**src/rtl/pt2262_encoder_param.sv**
```systemverilog
// PT2262-style tri-state encoder: address trits, data bits and a sync bit in 1:3 pulse-width code.
// The first symbol starts one clock after start is accepted; start is ignored while busy.
module pt2262_encoder_param #(
  parameter int CLK_DIV    = 250,
  parameter int ADDR_TRITS = 8,
  parameter int DATA_BITS  = 4,
  parameter int REPEAT     = 4
) (
  input  logic                                         clk,
  input  logic                                         reset,
  input  logic                                         start,
  input  logic                                         cont,
  input  logic [2*ADDR_TRITS-1:0]                      addr,
  input  logic [((DATA_BITS > 0) ? DATA_BITS : 1)-1:0] data,
  output logic                                         cod_o,
  output logic                                         sync,
  output logic                                         busy,
  output logic                                         done,
  output logic [3:0]                                   word_cnt
);
  localparam int DW   = (DATA_BITS > 0) ? DATA_BITS : 1;
  localparam int NSYM = ADDR_TRITS + DATA_BITS;
  localparam int SW   = $clog2(NSYM) + 1;
  localparam int DIVW = $clog2(CLK_DIV);
  localparam logic [DIVW-1:0] DIV_MAX   = DIVW'(CLK_DIV - 1);
  localparam logic [DIVW-1:0] DIV_ONE   = DIVW'(1);
  localparam logic [SW-1:0]   SYM_ONE   = SW'(1);
  localparam logic [SW-1:0]   FIRST_DAT = SW'(ADDR_TRITS);
  localparam logic [SW-1:0]   LAST_TRIT = SW'(ADDR_TRITS - 1);
  localparam logic [SW-1:0]   LAST_SYM  = SW'(NSYM - 1);

  typedef enum logic [1:0] {IDLE, TRIT, DBIT, SYNC} state_t;
  typedef enum logic [1:0] {K_ZERO, K_ONE, K_FLOAT, K_SYNC} kind_t;

  state_t           state, state_n;
  kind_t            kind;
  logic [1:0]       phase, phase_n;     // 0..3 = H1 L1 H2 L2
  logic [6:0]       alpha_cnt, alpha_n, phase_len;
  logic [SW-1:0]    sym_idx, sym_n;
  logic [DIVW-1:0]  div_cnt, div_n;
  logic [3:0]       word_n, word_inc;
  logic             done_n, load, tick, last_phase, dbit;
  logic [1:0]       trit;
  logic [2*ADDR_TRITS-1:0] addr_q;
  logic [DW-1:0]    data_q;

  always_comb begin
    trit     = 2'(addr_q >> {sym_idx, 1'b0});
    dbit     = 1'(data_q >> (sym_idx - FIRST_DAT));
    tick     = (div_cnt == DIV_MAX);
    word_inc = (word_cnt == 4'hF) ? 4'hF : word_cnt + 4'd1;
    if (state == SYNC)      kind = K_SYNC;
    else if (state == DBIT) kind = dbit ? K_ONE : K_ZERO;
    else if (trit[1])       kind = K_FLOAT;
    else                    kind = trit[0] ? K_ONE : K_ZERO;
    case (kind)
      K_ZERO:  phase_len = phase[0] ? 7'd12 : 7'd4;
      K_ONE:   phase_len = phase[0] ? 7'd4 : 7'd12;
      K_FLOAT: phase_len = (phase == 2'd0 || phase == 2'd3) ? 7'd4 : 7'd12;
      default: phase_len = phase[0] ? 7'd124 : 7'd4;
    endcase
    last_phase = (kind == K_SYNC) ? (phase == 2'd1) : (phase == 2'd3);
  end

  always_comb begin
    state_n = state;
    phase_n = phase;
    alpha_n = alpha_cnt;
    sym_n   = sym_idx;
    div_n   = div_cnt;
    word_n  = word_cnt;
    done_n  = 1'b0;
    load    = 1'b0;
    if (state == IDLE) begin
      if (start) begin
        state_n = TRIT;
        phase_n = 2'd0;
        alpha_n = '0;
        sym_n   = '0;
        div_n   = '0;
        word_n  = 4'd0;
        load    = 1'b1;
      end
    end else begin
      div_n = tick ? '0 : div_cnt + DIV_ONE;
      if (tick) begin
        if (alpha_cnt == phase_len - 7'd1) begin
          alpha_n = '0;
          if (!last_phase) begin
            phase_n = phase + 2'd1;
          end else begin
            phase_n = 2'd0;
            if (state == SYNC) begin
              // word boundary: next word follows immediately or the burst ends
              word_n = word_inc;
              if (cont || (word_inc < 4'(REPEAT))) begin
                state_n = TRIT;
                sym_n   = '0;
                load    = 1'b1;
              end else begin
                state_n = IDLE;
                done_n  = 1'b1;
              end
            end else begin
              sym_n = sym_idx + SYM_ONE;
              if (state == TRIT && sym_idx == LAST_TRIT)
                state_n = (DATA_BITS > 0) ? DBIT : SYNC;
              else if (state == DBIT && sym_idx == LAST_SYM)
                state_n = SYNC;
            end
          end
        end else begin
          alpha_n = alpha_cnt + 7'd1;
        end
      end
    end
  end

  always_ff @(posedge clk or posedge reset) begin
    if (reset) begin
      state     <= IDLE;
      phase     <= 2'd0;
      alpha_cnt <= '0;
      sym_idx   <= '0;
      div_cnt   <= '0;
      word_cnt  <= 4'd0;
      done      <= 1'b0;
      addr_q    <= '0;
      data_q    <= '0;
    end else begin
      state     <= state_n;
      phase     <= phase_n;
      alpha_cnt <= alpha_n;
      sym_idx   <= sym_n;
      div_cnt   <= div_n;
      word_cnt  <= word_n;
      done      <= done_n;
      if (load) begin
        addr_q <= addr;
        data_q <= data;
      end
    end
  end

  assign busy  = (state != IDLE);
  assign cod_o = (state != IDLE) && !phase[0];
  assign sync  = (state == SYNC) && (phase == 2'd0);

endmodule

```
**config.mk**
```make
export PLATFORM = sky130hd
export DESIGN_NAME = pt2262_encoder_param
export DESIGN_NICKNAME = d
export VERILOG_FILES = /design/src/rtl/pt2262_encoder_param.sv
export SDC_FILE = /design/constraint.sdc
export NUM_CORES = 1
export LEC_CHECK = 0
export BUFFER_PORTS_ARGS = -buffer_cell sky130_fd_sc_hd__clkbuf_2
export CAP_MARGIN = 15
export CELL_PAD_IN_SITES_DETAIL_PLACEMENT = 0
export CELL_PAD_IN_SITES_GLOBAL_PLACEMENT = 1
export CORE_AREA = 8 8 118 120
export DETAILED_ROUTE_END_ITERATION = 10
export DIE_AREA = 0 0 126 128
export PLACE_DENSITY = 0.5
export SETUP_SLACK_MARGIN = 0.1
export SKIP_LAST_GASP = 1
export SYNTH_ARGS = -nofsm -noshare
export SYNTH_HDL_FRONTEND = slang
export SYNTH_SLANG_ARGS = --single-unit
```
**constraint.sdc**
```tcl
create_clock -name clk -period 4 [get_ports clk]
set_input_delay 0.8 -clock clk [delete_from_list [all_inputs] [get_ports clk]]
set_output_delay 0.8 -clock clk [all_outputs]
set_load 0.005 [all_outputs]
```
# After elaboration in Yosys (flattened, before gate mapping)
# Index checks and enable logic that the tools add are counted.
# word_totals
reg_bits	49
in_bits	24
out_inout_bits	8
elab_cells	114
# op_classes
addsub	7
magnitude_cmp	1
eq_ne	15
shifts	2
mux	59
n_reduce_logical	21
# ops
cell	n
$mux W4	10
$mux W5	7
$mux W7	5
$mux W2	16
$mux W8	3
$pmux W7 S3	1
$mux W1	17
$shr A16 B6 Y2	1
$reduce_and A5 Y1	3
$eq A2 B2 Y1 const B	5
$reduce_bool A2 Y1	5
$add A8 B1 Y8 const B	1
$eq A8 B8 Y1 const B	1
$add A7 B1 Y7 const B	1
$eq A7 B7 Y1	1
$sub A7 B1 Y7 const B	1
$eq A2 B1 Y1 const B	3
$logic_not A2 Y1	3
$add A5 B1 Y5 const B	1
$eq A5 B3 Y1 const B	1
$eq A5 B4 Y1 const B	1
$shr A4 B5 Y1	1
$sub A5 B4 Y5 const B	1
$add A4 B1 Y4 const B	1
other kinds (11)	15

# Logic depth before layout (Yosys ltp)
# logic_depth
ltp_word	12
ltp_mapped	11
ltp_nobuf	10

# Least setup slack after synthesis
# Ideal clock, no wire load.
# synth_path
kind	flip-flop to flip-flop
from	register sym_idx[0]
to	register addr_q[0]
setup_time_ns	0.125
arrival_ns	2.651
required_ns	3.875
slack_ns	1.223
path_stages_with_launch	10
path_buffers	2
period_less_slack_ns	2.777
cell_sequence	dfrtp_1 > buf_6 > mux4_2 > o2111a_1 > a211o_1 > a21o_1 > and3_4 > o31ai_4 > buf_6 > mux2_4
# synth_via
elab_chain_cells	12
elab_cells_between_ends	20
cone_classes	2 x add/sub; 4 x eq/ne; 2 x shift; 11 x mux; 1 x reduce/logical
# synth_lines
item	line_no	source
start: declaration	39	logic [SW-1:0] sym_idx, sym_n;
start signal: assignment	134	sym_idx <= sym_n;
$sub A5 B4 Y5 or $shr A16 B6 Y2 (tied branches)	49, 48	
$shr A4 B5 Y1 or $mux W1 (tied branches)	49, 55	
$mux W1 or $mux W2 (tied branches)	53, 54	
$mux W2 (*)	53	else if (state == DBIT) kind = dbit ? K_ONE : K_ZERO;
$mux W2 (*)	52	if (state == SYNC) kind = K_SYNC;
$eq A2 B2 Y1, or another cell as far along	56	case (kind)
$pmux W7 S3	56	
$sub A7 B1 Y7	87	if (alpha_cnt == phase_len - 7'd1) begin
$eq A7 B7 Y1	87	
$mux W1 (*)	87	
$mux W1 (*)	86	if (tick) begin
$mux W1 (*)	74	if (state == IDLE) begin
end signal: assignment	139	addr_q <= addr;
end: declaration	44	logic [2*ADDR_TRITS-1:0] addr_q;
# Mark *: on every way between the ends. The rest lies on a longest branch, timed or not.
# A chain may end at the register's enable or synchronous reset.

# Final worst setup path
# layout_path
from	register sym_idx[0]
to	register addr_q[6]
# The elaborated chain is that of the path after synthesis.

==> impl_metrics.ini <==
[finish]
n_antenna_cell = 0
fillers = 1301
multi_input_area_sq_um = 1610
nNetsFinal = 358
drive_gt1_share_pct = 22.4
utilization_pct = 27.7
area_delta_synth_final_pct = 15.1
seq_area_sq_um = 1230

[die]
pin_count = 32
start_util_pct = 24.1
core_area_sq_um = 12200
die_area_sq_um = 16100
fp.dieH_um = 128
dieWidth_um = 126
num_rows = 41

[critical_path]
endpoint = addr_q[6]$_DFFE_PP0P_
worstSetupEndpointType = register
setup.worst_path.start = sym_idx[0]$_DFFE_PP0P_
cp_slowest_cell = dfrtp_1
ff2ff_path_depth = 8
crit_type = register to register
crit_path_cell_trace = mux4_2 -> o2111a_1 -> a211o_1 -> a21o_1 -> and3_4 -> o31ai_4 -> buf_4 -> mux2_4
r2r_start = sym_idx[0]$_DFFE_PP0P_
cp.arrival_ns = 3.53
crit_path_start_kind = register
rrSetupSlack_ns = 0.64
crit_required_ns = 4.18
worstPathMaxFanout = 20
regToRegEndpoint = addr_q[6]$_DFFE_PP0P_
max_stage_delay_ns = 0.62

[pwr]
peakVddDrop_mv = 0.235
combPwrFrac_pct = 41.2
intPower_mw = 1.31
powerDensity_nw_per_um2 = 621
clkPwrFrac_pct = 20.0
switching_share_pct = 37.5
finalPower_mw = 2.10
power.share.sequential_pct = 38.8
switching_power_mw = 0.789
leakage_nw = 1.46

[status]
status = complete, no violations

[clock_network]
post_cts_buffers = 0
cts_htree_levels = 2
worstSkewPairLatency_ns = 0.29
clk_pin_slew_worst_paths_ns = 0.07
post_cts_resized = 0
cts_tree = yes
numCtsBuffers = 5
cts.hold.buffers_added = 0
cts_root_buffer = clkbuf_16
clock_sink_count = 49
cts_buffer_depth = 2

[logic_synthesis]
avgSynthCellArea_sq_um = 10.0
synth-async-reset-ratio_pct = 100
syn_area_sq_um = 2940
synth_cells = 293
synth_flop_cell = dfrtp_1
synth_edf_count = 0
yosysSeqAreaShare_pct = 41.7
synth-seq-cells = 49
yosys_warnings = 0
syn-num-nets = 330
ys_types = 55

[sta]
setup-tns-final_ns = 0
slew_violations = 0
fin_worst_skew_ns = 0.00611
max_freq_ghz = 0.298
min_period_over_period_pct = 83.9
rsz0062_at_grt = no
fin_crit_ns = 3.36
finalHoldViolCount = 0
worstMarginPinSlew_ns = 0.631
slew_headroom_pct = 57.6
setup_viol = 0

[placement]
routabilityCongestion = 0.724
io_buffer_count = 31
place_hpwl_mm = 5.13

[hold_path]
hold_class = input pin to asynchronous set/reset pin

[global_route]
grt_usage_pct = 9.35
grt_max_degree = 50
grt_pass1_wl_mm = 12.0
antenna_found_initial = 0
first_global_vias = 2296
grt-ovfl-total = 0

[route]
drt-pass1-iter-count = 4
drtIter0Drc = 118
vias_per_cell = 4.84
postRouteAntennaNets = 0
vias = 2283
drc = 0
wl_mm = 7.32
wire_per_inst_um = 15.5

[flow_run]
cap_viol_max_count = 0
==> cells in the final DEF, fill, tap and decap left out, types with 2 or more instances in the layout <==
master,count
nor2b_1,2
and3_1,5
a31oi_1,4
nand4_1,2
nor2_1,19
mux2_2,3
mux2_4,20
clkbuf_2,31
a21oi_1,12
or4_1,2
xor2_1,2
inv_1,8
nand2b_1,3
and2_1,4
o21a_1,2
clkinv_2,2
mux2i_1,7
dfrtp_1,49
nand3b_1,3
o21ai_0,34
nor3_1,6
buf_4,2
or2_2,2
nand3_1,14
a41oi_1,5
ha_1,13
clkbuf_16,5
nor4_1,3
nand2_1,29
==> metal layers <==
layer	track usage, %	up-vias	part of all wire [%]
met5	0	-	0
met4	3.18	0	1.4
met3	2.37	6	3.7
met2	14.9	56	44
met1	12.0	1097	51
li1	-	1124	-
==> state kept, by name (all words and copies together) (netlist names) <==
register and cells:
addr_q 16, alpha_cnt 7, data_q 4, div_cnt 8, done 1, phase 2, state 2, sym_idx 5
word_cnt 4
==> how the worst min path moves through the flow <==
stage	startpoint	endpoint	slack, ns	cells past startpoint
2_1_floorplan	alpha_cnt[1]$_DFFE_PP0P_	alpha_cnt[1]$_DFFE_PP0P_	0.47	2
3_3_place_gp	data_q[3]$_DFFE_PP0P_	data_q[3]$_DFFE_PP0P_	0.49	1
3_5_place_dp	addr_q[4]$_DFFE_PP0P_	addr_q[4]$_DFFE_PP0P_	0.49	1
4_1_cts	data_q[3]$_DFFE_PP0P_	data_q[3]$_DFFE_PP0P_	0.51	1
5_1_grt	reset	div_cnt[5]$_DFFE_PP0P_	0.41	2
6_report	reset	div_cnt[2]$_DFFE_PP0P_	0.40	2
==> power by group through the flow <==
stage                     Combinational [mW]  Clock (mW)  Sequential [mW]
after floorplan                        0.690           0            0.773
after CTS                              0.877       0.442            0.818
final                                  0.867       0.420            0.815
after global placement                 0.876           0            0.822
after detailed placement               0.872           0            0.826
after global routing                   0.972       0.461            0.845
==> cell usage after synthesis (all sizes together) (2+ instances only) <==
cell type | n | area (sq um)
dfrtp | 49 | 1230
o21ai | 34 | 170
nand2 | 29 | 109
mux2 | 23 | 334
nor2 | 19 | 71.3
nand3 | 14 | 70.1
ha | 13 | 163
a21oi | 12 | 60.1
inv | 9 | 33.8
clkbuf | 8 | 30.0
and3 | 7 | 50.1
mux2i | 7 | 70.1
nor3 | 6 | 30.0
a41oi | 5 | 43.8
buf | 5 | 42.5
a31oi | 4 | 25.0
and2 | 4 | 25.0
nand2b | 3 | 18.8
nand3b | 3 | 22.5
nor4 | 3 | 18.8
mux4 | 2 | 48.8
nand4 | 2 | 12.5
nor2b | 2 | 12.5
o21a | 2 | 15.0
o31ai | 2 | 28.8
or2 | 2 | 12.5
or4 | 2 | 15.0
xor2 | 2 | 17.5
==> cell families (layout without fill, tap and decap cells) <==
logic type / after synthesis / count (layout) / synth area share (%)
AND/OR/NAND/NOR: 100 / 100 / 17.0
AO/OA/AOI/OAI: 73 / 73 / 15.8
flip-flops: 49 / 49 / 41.7
multiplexers: 32 / 32 / 15.4
buffers and inverters: 23 / 52 / 3.74
adder cells (fa/ha/maj): 13 / 13 / 5.53
XOR/XNOR: 3 / 3 / 0.893
==> area by class of cell <==
class,instances,area share (%)
inverter,10,1.11
clock buffer,6,3.80
timing repair buffer,34,5.62
clock inverter,2,0.296
multi-input combinational,221,47.4
tap,150,5.54
sequential,49,36.2
==> worst max-delay path: cells and delay by family (launching register included) <==
kind | cells | cell delay [ns]
compound gates | 4 | 1.07
mux | 2 | 0.93
flops | 1 | 0.62
buf+inv | 1 | 0.40
simple gates | 1 | 0.20
==> per-stage QoR <==
step | worst slack [ns] | hold WS (ns) | std cells | cell area [sq um]
floorplan | 1.22 | 0.468 | 293 | 2940
global placement | 0.618 | 0.493 | 463 | 3230
detailed placement | 0.641 | 0.494 | 463 | 3230
CTS | 0.617 | 0.513 | 471 | 3370
global route | 0.498 | 0.412 | 472 | 3390
finish | 0.645 | 0.397 | 472 | 3390
Power figures use the tool's default switching activity.
